<file path="config.mk">
export PLATFORM = sky130hd
export DESIGN_NAME = compound_eval_sched
export DESIGN_NICKNAME = d
export VERILOG_FILES = /design/src/rtl/compound_eval_sched.sv
export SDC_FILE = /design/constraint.sdc
export NUM_CORES = 1
export LEC_CHECK = 0
export ABC_AREA = 1
export BUFFER_PORTS_ARGS = -buffer_cell sky130_fd_sc_hd__buf_2
export CAP_MARGIN = 30
export CELL_PAD_IN_SITES_DETAIL_PLACEMENT = 1
export CELL_PAD_IN_SITES_GLOBAL_PLACEMENT = 2
export CORE_ASPECT_RATIO = 0.8
export CORE_MARGIN = 2
export CORE_UTILIZATION = 28
export CTS_BUF_LIST = sky130_fd_sc_hd__clkbuf_4 sky130_fd_sc_hd__clkbuf_8 sky130_fd_sc_hd__clkbuf_16
export DETAILED_ROUTE_END_ITERATION = 10
export PLACE_DENSITY = 0.82
export SLEW_MARGIN = 30
export SYNTH_ARGS = -nofsm -noshare
export SYNTH_HDL_FRONTEND = slang
export SYNTH_SLANG_ARGS = --single-unit
</file>
<file path="constraint.sdc">
create_clock -name clk -period 3 [get_ports clk]
set_input_delay 0.6 -clock clk [delete_from_list [all_inputs] [get_ports clk]]
set_output_delay 0.6 -clock clk [all_outputs]
set_load 0.01 [all_outputs]
</file>
<file path="src/rtl/compound_eval_sched.sv">
// Round-robin scheduler that time-shares one combinational compound_circuits block among NREQ requesters.
// A granted vector is held on cc_in for SETTLE cycles, then the result is returned over a valid/ready channel.
module compound_eval_sched #(
  parameter int unsigned NREQ   = 4,
  parameter int unsigned SETTLE = 2,
  parameter int unsigned IDW    = $clog2(NREQ)
) (
  input  logic                clk,
  input  logic                rst_n,
  input  logic [NREQ-1:0]     req,
  input  logic [NREQ*6-1:0]   req_vec,
  output logic [NREQ-1:0]     gnt,
  output logic [5:0]          cc_in,
  input  logic [4:0]          cc_out,
  output logic                rsp_valid,
  input  logic                rsp_ready,
  output logic [IDW-1:0]      rsp_id,
  output logic [4:0]          rsp_data,
  output logic                busy
);

  localparam int unsigned VW = 6;
  localparam int unsigned RW = 5;
  localparam int unsigned CW = (SETTLE > 1) ? $clog2(SETTLE) : 1;

  if (SETTLE < 1) begin : g_bad_settle
    $error("compound_eval_sched: SETTLE must be >= 1");
  end
  if (NREQ < 2) begin : g_bad_nreq
    $error("compound_eval_sched: NREQ must be >= 2");
  end
  if (IDW != $clog2(NREQ)) begin : g_bad_idw
    $error("compound_eval_sched: IDW must equal clog2(NREQ)");
  end

  typedef enum logic [1:0] {
    ST_IDLE   = 2'd0,
    ST_SETTLE = 2'd1,
    ST_RESP   = 2'd2
  } state_e;

  state_e          state_q, state_d;
  logic [NREQ-1:0] gnt_q, gnt_d;
  logic [VW-1:0]   cc_in_q, cc_in_d;
  logic            rsp_valid_q, rsp_valid_d;
  logic [IDW-1:0]  rsp_id_q, rsp_id_d;
  logic [RW-1:0]   rsp_data_q, rsp_data_d;
  logic            busy_q, busy_d;
  logic [IDW-1:0]  rr_ptr_q, rr_ptr_d;
  logic [CW-1:0]   cnt_q, cnt_d;

  logic [VW-1:0]   vec_arr [NREQ];
  logic            win_found;
  logic [IDW-1:0]  win_idx;
  int unsigned     pos;

  for (genvar i = 0; i < NREQ; i++) begin : g_unpack
    assign vec_arr[i] = req_vec[i*VW +: VW];
  end

  // First requesting index at or after rr_ptr, wrapping modulo NREQ
  always_comb begin
    win_found = 1'b0;
    win_idx   = '0;
    pos       = 0;
    for (int unsigned off = 0; off < NREQ; off++) begin
      pos = 32'(rr_ptr_q) + off;
      if (pos >= NREQ) pos = pos - NREQ;
      if (!win_found && req[IDW'(pos)]) begin
        win_found = 1'b1;
        win_idx   = IDW'(pos);
      end
    end
  end

  always_ff @(posedge clk or negedge rst_n) begin
    if (!rst_n) begin
      state_q     <= ST_IDLE;
      gnt_q       <= '0;
      cc_in_q     <= '0;
      rsp_valid_q <= 1'b0;
      rsp_id_q    <= '0;
      rsp_data_q  <= '0;
      busy_q      <= 1'b0;
      rr_ptr_q    <= '0;
      cnt_q       <= '0;
    end else begin
      state_q     <= state_d;
      gnt_q       <= gnt_d;
      cc_in_q     <= cc_in_d;
      rsp_valid_q <= rsp_valid_d;
      rsp_id_q    <= rsp_id_d;
      rsp_data_q  <= rsp_data_d;
      busy_q      <= busy_d;
      rr_ptr_q    <= rr_ptr_d;
      cnt_q       <= cnt_d;
    end
  end

  always_comb begin
    state_d = state_q;
    case (state_q)
      ST_IDLE:   if (win_found) state_d = ST_SETTLE;
      ST_SETTLE: if (cnt_q == '0) state_d = ST_RESP;
      ST_RESP:   if (rsp_valid_q && rsp_ready) state_d = ST_IDLE;
      default:   state_d = ST_IDLE;
    endcase
  end

  // Datapath updates; cc_in keeps the last granted vector until the next grant
  always_comb begin
    gnt_d       = '0;
    cc_in_d     = cc_in_q;
    rsp_valid_d = rsp_valid_q;
    rsp_id_d    = rsp_id_q;
    rsp_data_d  = rsp_data_q;
    busy_d      = busy_q;
    rr_ptr_d    = rr_ptr_q;
    cnt_d       = cnt_q;
    case (state_q)
      ST_IDLE: begin
        if (win_found) begin
          gnt_d    = NREQ'(1) << win_idx;
          cc_in_d  = vec_arr[win_idx];
          rsp_id_d = win_idx;
          cnt_d    = CW'(SETTLE - 1);
          rr_ptr_d = (win_idx == IDW'(NREQ - 1)) ? '0 : win_idx + IDW'(1);
          busy_d   = 1'b1;
        end
      end
      ST_SETTLE: begin
        if (cnt_q != '0) begin
          cnt_d = cnt_q - CW'(1);
        end else begin
          rsp_data_d  = cc_out;
          rsp_valid_d = 1'b1;
        end
      end
      ST_RESP: begin
        if (rsp_valid_q && rsp_ready) begin
          rsp_valid_d = 1'b0;
          busy_d      = 1'b0;
        end
      end
      default: ;
    endcase
  end

  assign gnt       = gnt_q;
  assign cc_in     = cc_in_q;
  assign rsp_valid = rsp_valid_q;
  assign rsp_id    = rsp_id_q;
  assign rsp_data  = rsp_data_q;
  assign busy      = busy_q;

endmodule

</file>
# Word level (Yosys, flattened, before mapping)

Cells that the tools add are included.

Input port bits: 36
Flip-flop bits (word level): 24
Output and inout bits: 19

Bitwise operators: 2
Shift operators: 1
Reduce and logical (&&, ||, !) cells: 17
Muxes and demuxes: 37
$add $sub $neg: 9
Order comparisons: 9
Equal/unequal tests: 6

Operators by type and width:

| operator              | number |
|---|---|
| $mux W2               | 12 |
| $bmux W6 S2           | 1 |
| $ge A3 B3 Y1 const B  | 4 |
| $lt A2 B3 Y1 const B  | 4 |
| $mux W1               | 12 |
| $mux W6               | 2 |
| $reduce_and A3 Y1     | 3 |
| $bmux W1 S2           | 4 |
| $mux W4               | 2 |
| $sub A2 B1 Y2 const B | 4 |
| $add A2 B2 Y3 const B | 2 |
| $ne A2 B2 Y1 const B  | 3 |
| $pmux W1 S2           | 3 |
| $pmux W2 S3           | 1 |
| $reduce_and A2 Y1     | 3 |
| $reduce_bool A2 Y1    | 3 |
| $eq A2 B2 Y1 const B  | 2 |
| $logic_and A1 B1 Y1   | 4 |
| $shl A1 B2 Y4 const A | 1 |
| $add A2 B1 Y3 const B | 1 |
| $ge A2 B3 Y1 const B  | 1 |
| $logic_not A1 Y1      | 3 |
| $not A2 Y3            | 1 |
| $add A2 B1 Y2 const B | 1 |
| 4 further kinds       | 4 |

# Depth between registers and ports, before layout

Gate-level depths: netlist of the first run.

Depth in word-level cells: 18
Depth in mapped cells: 15
Mapped depth without buffers: 14

# Worst setup path before layout of the first run

No wires, ideal clock.

Path type: input to register
Start point: input req[1]
End point: register rr_ptr_q[1]
Cell stages on the path: 12
Arrival: 1.790 ns
Slack: 1.089 ns
Required time: 2.878 ns
Setup time: 0.122 ns
Path through: inv_1 > nand2_2 > nand3_1 > nand2_2 > a21oi_1 > nand2_1 > nand2_4 > buf_6 > inv_1 > ha_1 > nand2_1 > o21ai_1

Word-level cells in the longest chain between the ends: 14
Elaborated cells between the ends (all ways): 26
Classes of those cells: 1 x add/sub; 1 x eq/ne; 17 x mux; 7 x reduce/logical

RTL lines:

| item                                                 | line | RTL |
|---|---|---|
| start: declaration                                   | 10   | `input logic [NREQ-1:0] req,` |
| $bmux W1 S2                                          | 69   | `if (!win_found && req[IDW'(pos)]) begin` |
| $mux W1 (implied by the code)                        | 69   |  |
| $mux W1                                              | 69   |  |
| $logic_not A1 Y1                                     | 69   |  |
| $logic_and A1 B1 Y1                                  | 69   |  |
| $mux W1                                              | 69   |  |
| $logic_not A1 Y1                                     | 69   |  |
| $logic_and A1 B1 Y1                                  | 69   |  |
| $mux W1                                              | 69   |  |
| $logic_not A1 Y1                                     | 69   |  |
| $logic_and A1 B1 Y1                                  | 69   |  |
| $mux W2                                              | 69   |  |
| $add A2 B1 Y2 / $eq A2 B2 Y1 (equally long branches) | 127  | `rr_ptr_d = (win_idx == IDW'(NREQ - 1)) ? '0 : win_idx + IDW'(1);` |
| $mux W2                                              | 127  |  |
| end signal: assignment                               | 95   | `rr_ptr_q <= rr_ptr_d;` |
| end: declaration                                     | 49   | `logic [IDW-1:0] rr_ptr_q, rr_ptr_d;` |

Parallel ways exist; a longest one is shown, timed or not. The select of a mux whose other input is x is not followed.
A chain may end at the register's enable or synchronous reset.

# Worst setup path after layout of the first run

Start point: register rr_ptr_q[0]
End point: register rr_ptr_q[1]

Word-level cells in the longest chain between the ends: 16
Elaborated cells between the ends (all ways): 41
Classes of those cells: 8 x add/sub; 4 x order compare; 1 x eq/ne; 21 x mux; 7 x reduce/logical

RTL lines:

| item |
|---|
| parallel branches: the longest is 16 deep, another holds $add A2 B1 Y3 |

Parallel ways; which one is timed is not known. The select of a mux whose other input is x is not followed.

==> results of run 1 <==
==> layout by cell type, fill, tap and decap left out <==
cell       count
a21oi_1        1
buf_2         54
bufinv_16      1
clkbuf_8       3
dfrtp_1       24
ha_1           1
inv_1         35
inv_2          4
mux2_2         5
nand2_1       77
nand2_2       12
nand2_4        2
nand3_1       30
nand3_2        2
nor2_1         9
nor2_4         3
o211ai_1       1
o21ai_0        2
o21ai_1        2
o22ai_1        1
==> through the flow <==
stage / cell area (µm²) / total power [µW]
3_3_place_gp: 1830 / 2070
5_1_grt: 1900 / 2640
2_1_floorplan: 1540 / 1790
4_1_cts: 1900 / 2410
6_report: 1900 / 2360
3_5_place_dp: 1830 / 2110
==> worst max-delay path, delay by kind of cell (launching register included) <==
kind	cells	cell delay, ns
DFF	1	0.56
buffers and inverters	2	0.25
and+or+nand+nor	7	0.97
adders and majority gates	1	0.28
AOI/OAI and AO/OA	2	0.18
==> metal layers <==
metal  GRT usage  wire (µm)
met1       0.177       1800
met2       0.239       1940
met3      0.0213        129
met4      0.0313         39
met5           0          0
==> where the power goes <==
part	internal (µW)	leakage, µW	switching (µW)
logic	514	0.000811	980
clock network	179	0.0000357	108
registers	484	0.000294	97.3
total	1180	0.00114	1180
==> final cells by class <==
cell class / count / area, µm²
timing repair buffer: 54 / 270
inverter: 39 / 146
clock buffer: 3 / 41.3
clock inverter: 1 / 30.0
multi-input combinational: 148 / 732
tap: 65 / 81.3
fill: 682 / 3470
sequential: 24 / 601
==> worst min path at each step <==
stage / from / end
after floorplan: rst_n / busy
after global placement: busy / busy
after detailed placement: busy / busy
after CTS: rst_n / cnt_q
after global routing: rst_n / cnt_q
final: rst_n / cnt_q
==> kinds of logic after synthesis <==
family	count (synthesis)	synth area share
muxes	5	0.0366
adders and majority gates	1	0.00813
DFF	24	0.390
buffers and inverters	45	0.134
and+or+nand+nor	135	0.406
AOI/OAI and AO/OA	7	0.0252
==> registers in the layout, indices dropped and copies added, names as in the netlist <==
register   cells
rsp_id         2
rr_ptr_q       2
state_q        2
busy           1
cc_in          6
rsp_valid      1
cnt_q          1
gnt            4
rsp_data       5
==> results by group, run 1 <==
STA
  • Final Hold Viols: 0
  • Worst slew margin: 0.643
  • Minimum clock period: 2.35 ns
  • RSZ-0062 raised after global routing: no
  • Final Cycle Share: 0.784
  • Slew @ Worst Pin: 0.535 ns
  • Setup TNS: 0 ns
  • Skew final: 0.00447 ns
  • Final setup viols: 0
  • Final worst setup slack: 0.649 ns
  • F_max: 425 MHz
  • Max Slew Vio Count: 0
  • Hold WS: 0.296 ns

Place
  • Post-DP HPWL: 3.17 mm
  • Gp weighted congestion: 0.806
  • Worst slack, placed: 0.555 ns
  • Dpl cells: 330
  • Port bufs: 54

Die
  • Core area: 0.00538 mm²
  • Vert. Die Dim: 70.3 µm
  • Die Area: 0.00611 mm²
  • Initial Util: 0.286
  • Row Count: 24
  • Top-Level Pins: 55
  • Die width: 86.9 µm

CTS
  • CTS clk-pin slew, worst paths: 0.09 ns
  • Clock latency on the worst-skew pair: 0.27 ns
  • Bufs on Longest Clock Path: 2
  • CTS H-Tree Depth: 1
  • CTS tree: built
  • Clock root cell: clkbuf_8
  • Clock sinks: 24
  • Number of setup buffers added after CTS: 0
  • # resized after CTS: 0
  • # hold bufs at CTS: 0
  • CTS Buf Count: 3

Worst setup path
  • Crit path DAT: 2.51 ns
  • R2R cell count: 12
  • Crit path largest cell delay: 0.56 ns
  • Reg2Reg Launch Point: rr_ptr_q[0]
  • Worst reg-to-reg setup slack: 0.65 ns
  • Max Fanout on Critical Path: 14
  • CP Class: flop to flop
  • Crit path launch: rr_ptr_q[0]
  • Crit path cell chain: inv_2 -> nand2_1 -> nand2_1 -> nand2_1 -> nand2_1 -> a21oi_1 -> nand2_1 -> nand2_4 -> inv_1 -> ha_1 -> nand2_1 -> o21ai_1
  • Critical path endpoint: rr_ptr_q[1]
  • Crit path capture type: flop
  • CP required: 3.16 ns
  • Startpoint class of the critical path: flop
  • Reg2reg end: rr_ptr_q[1]
  • Most Frequent Cell on Critical Path: nand2_1
  • CP max-delay cell: dfrtp_1

Routing
  • Vias: 1470
  • Wirelength, routed: 3.90 mm
  • WL/cell: 11.7 µm
  • Remaining antenna violation count: 0
  • DRC viols: 0
  • Vias/cell: 4.40
  • 1st-iter DRT viols: 53
  • Drt pass-1 iters: 4

Pwr
  • Leak: 0.00114 µW
  • Max VDD drop: 0.329 mV
  • Cell Pwr Density: 1240 mW/mm²

Hold path
  • Hold Path Class: input port to asynchronous set/reset pin

Cells and area
  • Post-Layout Cell Count: 334
  • Share of cells above drive strength 1: 0.320
  • Nets: 307
  • Fin util: 0.354
  • Area Growth Syn to Fin: 23.6%
  • Diode count: 0

Global routing
  • Global route overflow: 0
  • All-layer global routing usage: 0.137
  • First-pass GRT wire length: 6.81 mm
  • Vias in the first global route: 1529
  • Largest net degree at the start of global routing: 25
  • Initial antenna violation count: 0

Logic synthesis
  • #FFs+latches synth: 24
  • Area leader, netlist: dfrtp_1
  • Mapped cell area: 0.00154 mm²
  • Mapped Cells: 217
  • Top cell type's share of synthesized area: 0.390
  • List of most frequent post-synthesis cells: 77 x nand2_1, 35 x inv_1, 30 x nand3_1
  • Yosys cell types: 19
  • Post-synthesis sequential area ratio: 0.390
  • Post-synthesis async set-or-reset flop share: 1.00
  • Synth warn: 0
  • Most frequent cell after synthesis: nand2_1
  • Syn Area/Cell: 7.09 µm²
  • EDFF count, synth: 0
  • Ranking of synthesized cells by area: dfrtp_1 39%, nand2_1 19%, nand3_1 9.8%, inv_1 8.5%, nand2_2 4.9%
  • Post-Syn Nets: 254
  • Ys flop type: dfrtp_1

Run status
  • Status: complete, no violations

Run
  • Max Cap Viol: 0
Note: power is estimated with default switching activity, not from simulation.
==> run 2, diff against run 1 <==
--- a/config.mk
+++ b/config.mk
@@ -12,10 +12,10 @@
 export CELL_PAD_IN_SITES_GLOBAL_PLACEMENT = 2
 export CORE_ASPECT_RATIO = 0.8
 export CORE_MARGIN = 2
-export CORE_UTILIZATION = 28
+export CORE_UTILIZATION = 26
 export CTS_BUF_LIST = sky130_fd_sc_hd__clkbuf_4 sky130_fd_sc_hd__clkbuf_8 sky130_fd_sc_hd__clkbuf_16
 export DETAILED_ROUTE_END_ITERATION = 10
-export PLACE_DENSITY = 0.82
+export PLACE_DENSITY = 0.77
 export SLEW_MARGIN = 30
 export SYNTH_ARGS = -nofsm -noshare
 export SYNTH_HDL_FRONTEND = slang
==> constraint.sdc (replaced) <==
create_clock -name clk -period 2.23 [get_ports clk]
set_input_delay 0.446 -clock clk [delete_from_list [all_inputs] [get_ports clk]]
set_output_delay 0.446 -clock clk [all_outputs]
set_load 0.01 [all_outputs]
==> results by group, run 2 (synthesis results as in run 1) <==
Worst setup path
  • Worst reg-to-reg setup slack: 0.22 ns
  • CP required: 2.39 ns
  • CP Class: flop to flop
  • Max Fanout on Critical Path: 11
  • R2R cell count: 12
  • Reg2Reg Launch Point: rr_ptr_q[0]
  • Crit path DAT: 2.17 ns
  • Reg2reg end: rr_ptr_q[1]
  • Startpoint class of the critical path: flop
  • Crit path capture type: flop

Global routing
  • All-layer global routing usage: 0.131
  • Initial antenna violation count: 0
  • Vias in the first global route: 1543
  • Global route overflow: 0
  • Largest net degree at the start of global routing: 25
  • First-pass GRT wire length: 7.07 mm

Pwr
  • Internal Pwr Total: 1640 µW
  • Leak: 0.00115 µW
  • Comb pwr share: 0.643
  • NetSw: 1610 µW
  • Sequential power share: 0.240
  • Switch share: 0.495
  • Clk pwr share: 0.118
  • Cell Pwr Density: 1670 mW/mm²
  • Max VDD drop: 0.451 mV
  • Total power: 3250 µW

Cells and area
  • Max reg flops: 6
  • Leading cell type in the layout, fill and taps excluded: nand2_1
  • Finished Cell Area: 0.00195 mm²
  • Share of cells above drive strength 1: 0.331
  • Diode count: 0
  • Nets: 310
  • # fillers: 782
  • Area Growth Syn to Fin: 26.7%
  • Most frequent cells in the layout: 77 x nand2_1, 54 x buf_2, 35 x inv_1, 30 x nand3_1, 23 x dfrtp_1

STA
  • Max Slew Vio Count: 0
  • Hold WS: 0.151 ns
  • Slew @ Worst Pin: 0.551 ns
  • RSZ-0062 raised after global routing: no
  • F_max: 497 MHz
  • Setup TNS: 0 ns
  • Final Cycle Share: 0.901
  • Worst slew margin: 0.633
  • Minimum clock period: 2.01 ns
  • Skew final: 0.00345 ns
  • Final setup viols: 0
  • Final Hold Viols: 0

CTS
  • Clock sinks: 24
  • Number of setup buffers added after CTS: 0
  • CTS clk-pin slew, worst paths: 0.09 ns
  • Bufs on Longest Clock Path: 2
  • CTS tree: built
  • CTS Buf Count: 3
  • Clock root cell: clkbuf_8
  • CTS H-Tree Depth: 1
  • Clock latency on the worst-skew pair: 0.27 ns

Die
  • Die Area: 0.00655 mm²
  • Vert. Die Dim: 72.8 µm
  • Die width: 90.0 µm
  • Initial Util: 0.265
  • Core area: 0.00582 mm²
  • Top-Level Pins: 55
  • Row Count: 25

Routing
  • Drt pass-1 iters: 4
  • DRC viols: 0
  • Vias: 1459
  • WL/cell: 11.3 µm
  • Remaining antenna violation count: 0
  • Wirelength, routed: 3.98 mm
  • 1st-iter DRT viols: 54
  • Vias/cell: 4.13

Run
  • Max Cap Viol: 0

Place
  • Post-DP HPWL: 3.15 mm
  • Area after DPL: 0.00187 mm²
  • Gp weighted congestion: 0.819
  • Port bufs: 54

Run status
  • Status: complete, no violations

Hold path
  • Hold Path Class: input port to asynchronous set/reset pin
[run 2: layout make-up]
type	count	area, µm²	area share
clock inverter	1	30.0	0.0154
tap	81	101	0.0520
sequential	24	602	0.309
clock buffer	3	41.3	0.0212
multi-input combinational	148	737	0.378
inverter	39	146	0.0750
timing repair buffer	57	293	0.150
[run 2: how the worst max path moves through the flow]
stage	from	end	slack, ns	cells past startpoint
final	rr_ptr_q[0]	rr_ptr_q[1]	0.22	12
after global routing	rr_ptr_q[0]	gnt[3]	0.02	12
after floorplan	rr_ptr_q[0]	rr_ptr_q[1]	0.45	13
after detailed placement	rr_ptr_q[0]	rr_ptr_q[1]	0.1	13
after global placement	rr_ptr_q[0]	rr_ptr_q[1]	0.12	13
after CTS	rr_ptr_q[0]	rr_ptr_q[1]	0.05	13
[run 2: power by group through the flow]
stage | clock [µW] | sequential [µW] | combinational, µW
after CTS | 397 | 780 | 2130
after global routing | 410 | 812 | 2440
after detailed placement | 0 | 790 | 2110
after floorplan | 0 | 840 | 1560
after global placement | 0 | 785 | 2100
final | 383 | 779 | 2090
[run 2: per-stage QoR]
stage,util,cells,setup slack (ns)
global route,0.335,353,0.0248
CTS,0.334,353,0.0501
floorplan,-,217,0.448
finish,0.335,353,0.220
global placement,0.322,349,0.122
detailed placement,0.322,349,0.0973
[run 2: per-layer routing]
layer / GRT usage / wire (µm) / part of all wire / vias up
met5: 0 / 0 / 0 / -
met3: 0.0165 / 144 / 0.036 / 5
met1: 0.171 / 1960 / 0.49 / 650
met2: 0.231 / 1820 / 0.46 / 35
met4: 0.0410 / 61 / 0.015 / 0
li1: - / - / - / 769
[run 2: timing repair]
item / in CTS / in global routing
hold buffers: 0 / 0
setup endpoints to repair: 0 / 7
gates resized for setup: 0 / 2
[run 2: worst max-delay path, stage by stage (launching register included)]
cell and delay [ns]:
dfrtp_2 0.50, inv_2 0.17, nand2_1 0.10, nand3_1 0.11, nand2_2 0.10, nor2_4 0.14, nand3_1 0.08, nand2_1 0.13
inv_1 0.09, nand2_4 0.13, ha_1 0.25, nand2_1 0.07, o21ai_1 0.05
